`config.mk`:
```
export PLATFORM = sky130hd
export DESIGN_NAME = spi_read_module
export DESIGN_NICKNAME = d
export VERILOG_FILES = /design/src/rtl/spi_read_module.sv
export SDC_FILE = /design/constraint.sdc
export NUM_CORES = 1
export LEC_CHECK = 0
export ABC_AREA = 1
export BUFFER_PORTS_ARGS = -buffer_cell sky130_fd_sc_hd__buf_2
export CORE_MARGIN = 10
export CORE_UTILIZATION = 54
export DETAILED_ROUTE_END_ITERATION = 10
export PLACE_DENSITY = 0.79
export SLEW_MARGIN = 15
export SYNTH_ARGS = -nofsm -noshare
export SYNTH_HDL_FRONTEND = slang
export SYNTH_SLANG_ARGS = --single-unit
```
`constraint.sdc`:
```
create_clock -name CLOCK -period 1.36 [get_ports CLOCK]
set_input_delay 0.068 -clock CLOCK [delete_from_list [all_inputs] [get_ports CLOCK]]
set_output_delay 0.068 -clock CLOCK [all_outputs]
set_load 0.1 [all_outputs]
```
`src/rtl/spi_read_module.sv`:
```
// SPI receiver: synchronizes CS/A0/SCLK/DI into CLOCK, shifts bytes MSB first on SCLK rises.
// Optional macro SPI_RX_FRAME_ERR_EN enables the Frame_Err pulse on aborted partial bytes.
module spi_read_module #(
  parameter int SYNC_STAGES = 2
) (
  input  logic       CLOCK,
  input  logic       RST,
  input  logic [3:0] SPI_In,
  output logic [7:0] Rx_Data,
  output logic       Rx_A0,
  output logic       Done_Sig,
  output logic       Busy,
  output logic       Frame_Err
);

  typedef enum logic {IDLE, SHIFT} state_t;

  state_t state_q, state_d;
  logic [SYNC_STAGES-1:0] cs_sync_q, a0_sync_q, sclk_sync_q, di_sync_q;
  logic [SYNC_STAGES-1:0] cs_sync_d, a0_sync_d, sclk_sync_d, di_sync_d;
  logic       sclk_hist_q, sclk_hist_d;
  logic [7:0] shift_q, shift_d;
  logic [2:0] cnt_q, cnt_d;
  logic [7:0] rx_data_q, rx_data_d;
  logic       rx_a0_q, rx_a0_d;
  logic       done_q, done_d;
  logic       cs_s, a0_s, sclk_s, di_s, rise, abort;

  assign cs_sync_d   = {cs_sync_q[SYNC_STAGES-2:0],   SPI_In[3]};
  assign a0_sync_d   = {a0_sync_q[SYNC_STAGES-2:0],   SPI_In[2]};
  assign sclk_sync_d = {sclk_sync_q[SYNC_STAGES-2:0], SPI_In[1]};
  assign di_sync_d   = {di_sync_q[SYNC_STAGES-2:0],   SPI_In[0]};
  assign sclk_hist_d = sclk_s;

  assign cs_s   = cs_sync_q[SYNC_STAGES-1];
  assign a0_s   = a0_sync_q[SYNC_STAGES-1];
  assign sclk_s = sclk_sync_q[SYNC_STAGES-1];
  assign di_s   = di_sync_q[SYNC_STAGES-1];
  assign rise   = sclk_s & ~sclk_hist_q;

  always_ff @(posedge CLOCK) begin
    if (RST) begin
      state_q     <= IDLE;
      cs_sync_q   <= '1;
      sclk_sync_q <= '1;
      a0_sync_q   <= '0;
      di_sync_q   <= '0;
      sclk_hist_q <= 1'b1;
      shift_q     <= 8'h00;
      cnt_q       <= 3'd0;
      rx_data_q   <= 8'h00;
      rx_a0_q     <= 1'b0;
      done_q      <= 1'b0;
    end else begin
      state_q     <= state_d;
      cs_sync_q   <= cs_sync_d;
      sclk_sync_q <= sclk_sync_d;
      a0_sync_q   <= a0_sync_d;
      di_sync_q   <= di_sync_d;
      sclk_hist_q <= sclk_hist_d;
      shift_q     <= shift_d;
      cnt_q       <= cnt_d;
      rx_data_q   <= rx_data_d;
      rx_a0_q     <= rx_a0_d;
      done_q      <= done_d;
    end
  end

  always_comb begin
    state_d = state_q;
    case (state_q)
      IDLE:    if (!cs_s) state_d = SHIFT;
      SHIFT:   if (cs_s)  state_d = IDLE;
      default: state_d = IDLE;
    endcase
  end

  // A rise that lands together with CS release still completes a pending 8th bit.
  always_comb begin
    shift_d   = shift_q;
    cnt_d     = cnt_q;
    rx_data_d = rx_data_q;
    rx_a0_d   = rx_a0_q;
    done_d    = 1'b0;
    abort     = 1'b0;
    if (state_q == SHIFT) begin
      if (rise && (!cs_s || cnt_q == 3'd7)) begin
        shift_d = {shift_q[6:0], di_s};
        cnt_d   = cnt_q + 3'd1;
        if (cnt_q == 3'd7) begin
          rx_data_d = {shift_q[6:0], di_s};
          rx_a0_d   = a0_s;
          done_d    = 1'b1;
        end
      end else if (cs_s) begin
        abort   = (cnt_q != 3'd0);
        cnt_d   = 3'd0;
        shift_d = 8'h00;
      end
    end
  end

  assign Rx_Data  = rx_data_q;
  assign Rx_A0    = rx_a0_q;
  assign Done_Sig = done_q;
  assign Busy     = (state_q == SHIFT);

`ifdef SPI_RX_FRAME_ERR_EN
  logic frame_err_q;
  always_ff @(posedge CLOCK) begin
    if (RST) frame_err_q <= 1'b0;
    else     frame_err_q <= abort;
  end
  assign Frame_Err = frame_err_q;
`else
  assign Frame_Err = 1'b0;
`endif

endmodule
```
-- Yosys cells after proc, flatten, opt, wreduce, memory -nomap -nowiden
Index checks and enable logic that the tools add are counted.
Widths: inputs -> output; s select.
- add/subtract/negate cells: 1
- equal/unequal tests: 1
- muxes and demuxes: 6
- bitwise gates (word level): 4
- reductions and logical operators: 7
- operators by type and width (kind ; count):
    $mux 7 ; 2
    $mux 3 ; 2
    $add 3x1->3 const B ; 1
    $eq 3x3->1 const B ; 1
    $not 1->1 ; 3
    $reduce_and 3->1 ; 1
    $reduce_or 3->1 ; 1
    $mux 1 ; 2
    $reduce_and 2->1 ; 1
    $reduce_bool 2->1 ; 1
    $and 1x1->1 ; 1
    $logic_and 1x1->1 ; 1
    $logic_not 1->1 ; 1
    $logic_or 1x1->1 ; 1
- register bits: 30
- bits of input ports: 6
- output and inout bits: 12
- word-level logic and storage cells: 30

-- Logic depth before layout (Yosys ltp)
- depth in word-level cells: 5
- gate-level depth with buffers: 8
- mapped depth without buffers: 8

-- Worst setup path before layout
OpenSTA, ideal clock, no wires.
- kind: register -> register
- start point: register state_q, in the netlist Busy
- end point: register rx_a0_q, in the netlist Rx_A0
- library setup time: 118 ps
- arrival time: 1605 ps
- data required time: 1242 ps
- path slack: -363 ps
- stages on the path, launching flop included: 6
- buffers on the path: 0
- period minus slack after synthesis: 1723 ps
- cells stage by stage: dfxtp_1 nand2_1 nor2_4 inv_2 nor2_1 nor2_1
- word-level cells in the longest chain between the ends: 1
- ends and longest elaborated chain (item ; line ; RTL):
    start: declaration ; 18 ; state_t state_q, state_d;
    start signal: assignment ; 55 ; state_q <= state_d;
    $reduce_and 3->1 (no line) ; -- ;
    end signal: assignment ; 64 ; rx_a0_q <= rx_a0_d;
    end: declaration ; 25 ; logic rx_a0_q, rx_a0_d;
No other way between the ends.
A chain may end at the register's enable or synchronous reset.

-- Worst setup path in the final report
- start point: register cnt_q[0]
- end point: register rx_a0_q, in the netlist Rx_A0
- word-level cells in the longest chain between the ends: 4
- ends and longest elaborated chain (item ; line ; RTL):
    start: declaration ; 23 ; logic [2:0] cnt_q, cnt_d;
    start signal: assignment ; 62 ; cnt_q <= cnt_d;
    $eq 3x3->1 (*) ; 87, 90 ;
    $logic_or 1x1->1 ; 87 ; if (rise && (!cs_s || cnt_q == 3'd7)) begin
    $logic_and 1x1->1 ; 87 ;
    $reduce_and 3->1 (no line) (*) ; -- ;
Mark *: on every way between the ends. The rest lies on a longest branch, timed or not.

==> flow_metrics.env <==
export IMPL_drv_cap=0
export IMPL_syn2layout_area_growth_pct=20.4
export IMPL_final_area_um2=1400
export IMPL_netlist_area_um2=1160
export IMPL_min_to="Busy"
export IMPL_insertion_delay_ns=0.32
export IMPL_placed_area_um2=1240
export IMPL_crit_path_end_kind="flip-flop"
export IMPL_io_buffers=16
export IMPL_cts_root_buf="clkbuf_4"
export IMPL_required_ns=1.62
export IMPL_wl_per_cell_um=11.2
export IMPL_ir_drop_mv=0.972
export IMPL_wirelength_um=2330
export IMPL_grt_pass1_vias=894
export IMPL_setup_viol=0
export IMPL_period_share=0.947
export IMPL_regToRegSetupSlack_ns=0.07
export IMPL_placedCellCount=195
export IMPL_p_sw_mw=0.352
export IMPL_postRouteAntennaNets=0
export IMPL_worst_hold_path_type="input pin to flip-flop"
export IMPL_cts_sinks=30
export IMPL_finalNonFillerCells=209
export IMPL_relSlewSlack=0.643
export IMPL_p_comb_frac=0.062
export IMPL_gp_congestion=0.731
export IMPL_min_from="RST"
export IMPL_pwr_share_clk=0.341
export IMPL_grt_use_total=0.118
export IMPL_drive_gt1_frac=0.242
export IMPL_initial_core_util=0.582
export IMPL_fp_dieW_um=66.4
export IMPL_drc=0
export IMPL_path_max_fanout=6
export IMPL_worstSetupPathType="flip-flop to flip-flop"
export IMPL_utilization=0.701
export IMPL_final_net_count=190
export IMPL_startpoint_type="flip-flop"
export IMPL_netSwitchingFraction=0.230
export IMPL_htree_levels=2
export IMPL_whs_path_depth=2
export IMPL_synthesis_nets=166
export IMPL_skew_ns=0.00537
export IMPL_reg2reg_depth=7
export IMPL_finalCriticalPeriod_ns=1.29
export IMPL_rows=16
export IMPL_tightest_slew_ns=0.535
export IMPL_diodes=0
export IMPL_p_leak_nw=0.750
export IMPL_antenna_found_initial=0
export IMPL_drt_iter0_drc=49
export IMPL_cts_tree="yes"
export IMPL_p_seq_frac=0.596
export IMPL_boundaryPins=18
export IMPL_synth_seq_area_share=0.516
export IMPL_dieArea_um2=4410
export IMPL_vias=944
export IMPL_dp_hpwl_um=1560
export IMPL_syn_inst=158
export IMPL_fmax_ghz=0.777
export IMPL_grt_max_degree=21
export IMPL_grt_pass1_wl_um=3930
export IMPL_ys_types=17
export IMPL_syn_area_per_cell_um2=7.37
export IMPL_r2r_end="Rx_A0"
export IMPL_drv_slew=0
export IMPL_vias_per_cell=4.52
export IMPL_ys_warn_count=0
export IMPL_drt_pass1_iterations=4
export IMPL_core_area_um2=2000
export IMPL_cts_buffers_inserted=5
export IMPL_reg2reg_from="cnt_q[0]"
export IMPL_yosys_register_bits=30
export IMPL_finalHoldViolCount=0
export IMPL_overflow=0
export IMPL_internal_power_mw=1.18
export IMPL_status="complete, no violations"
export IMPL_p_per_area_nw_per_um2=1090
export IMPL_clockBufferDepth=2
export IMPL_die_h_um=66.4
export IMPL_path_clk_slew_ns=0.09
export IMPL_cp_arrival_ns=1.55
## flip-flops by register name (all words and copies together) (netlist names)
name	cells
shift_q	7
cs_sync_q	2
cnt_q	3
Rx_A0	1
a0_sync_q	2
Done_Sig	1
sclk_sync_q	2
Busy	1
Rx_Data	8
sclk_hist_q	1
di_sync_q	2
## cells in the mapped netlist, drive strengths merged
| library cell | n | area (um^2) |
|---|---|---|
| clkbuf | 1 | 3.75 |
| o21ai | 9 | 45.0 |
| or2 | 4 | 25.0 |
| conb | 1 | 3.75 |
| ha | 2 | 25.0 |
| nand2 | 27 | 111 |
| inv | 23 | 86.3 |
| nor2 | 56 | 225 |
| buf | 5 | 38.8 |
| dfxtp | 30 | 601 |
## power by group through the flow
| stage | clock network, mW | registers [mW] | logic (mW) |
|---|---|---|---|
| 2_1_floorplan | 0 | 0.933 | 0.0693 |
| 5_1_grt | 0.590 | 0.915 | 0.109 |
| 3_5_place_dp | 0 | 0.931 | 0.0844 |
| 3_3_place_gp | 0 | 0.930 | 0.0810 |
| 4_1_cts | 0.543 | 0.910 | 0.0937 |
| 6_report | 0.522 | 0.912 | 0.0951 |
## worst max-delay path: stages (launching register included)
cell     delay [ns]
dfxtp_2        0.37
ha_4           0.14
ha_4           0.12
nand2_2        0.06
nor2_4         0.21
buf_6          0.14
o21ai_0        0.07
nor2_1         0.11
## cells by family (layout without fill, tap and decap cells)
| logic type | Yosys count | after routing | share of synthesized area |
|---|---|---|---|
| DFF | 30 | 30 | 0.516 |
| and+or+nand+nor | 87 | 87 | 0.310 |
| AOI/OAI and AO/OA | 9 | 9 | 0.0387 |
| adders and majority gates | 2 | 2 | 0.0215 |
| buffers and inverters | 29 | 53 | 0.111 |
| other | 1 | 1 | 0.00322 |
## through the flow
stage	power, mW	worst slack, ns	TNS (ns)	hold WS [ns]
floorplan	1.00	0.0746	0	0.172
global placement	1.01	0.0550	0	0.255
detailed placement	1.01	0.00299	0	0.255
CTS	1.55	0.0163	0	0.00375
global route	1.61	-0.0302	-0.0801	0.0310
finish	1.53	0.0723	0	0.00693
## worst max-delay path by stage
stage	start	to	slack, ns	cells past startpoint
detailed placement	cnt_q[1]	Rx_Data[6]	0.003	7
global placement	cnt_q[0]	Rx_Data[7]	0.06	7
CTS	cnt_q[0]	Rx_A0	0.02	7
floorplan	Rx_A0	Rx_A0	0.07	2
finish	cnt_q[0]	Rx_A0	0.07	7
global route	cnt_q[0]	Rx_Data[7]	-0.03	7
## cell type report
class                   count  area, um^2
clock buffers               7        55.1
flip-flops and latches     30         607
multi-input cells          99         468
fillers                   171         599
well taps                  27        33.8
repair buffers             23         150
inverters                  23        88.8
## cells in the final DEF (no fill, tap or decap), drive strengths merged
cell          n
ha            2
inv          23
buf          19
nand2        27
nor2         56
dfxtp        30
conb          1
dlygate4sd3   4
o21ai         9
clkbuf        7
or2           4
## metal layers
layer | GRT usage | part of all wire
met1 | 0.112 | 0.40
met2 | 0.201 | 0.51
met3 | 0.0627 | 0.067
met4 | 0.0628 | 0.023
met5 | 0 | 0
## timing repair
item,in CTS,in global routing
buffers inserted,3,0
endpoints found under the setup margin,5,19
hold buffers,4,0
gates resized for setup,0,14
hold endpoints to repair,4,0
pin swaps,1,2
(Power assumes the default switching activity.)
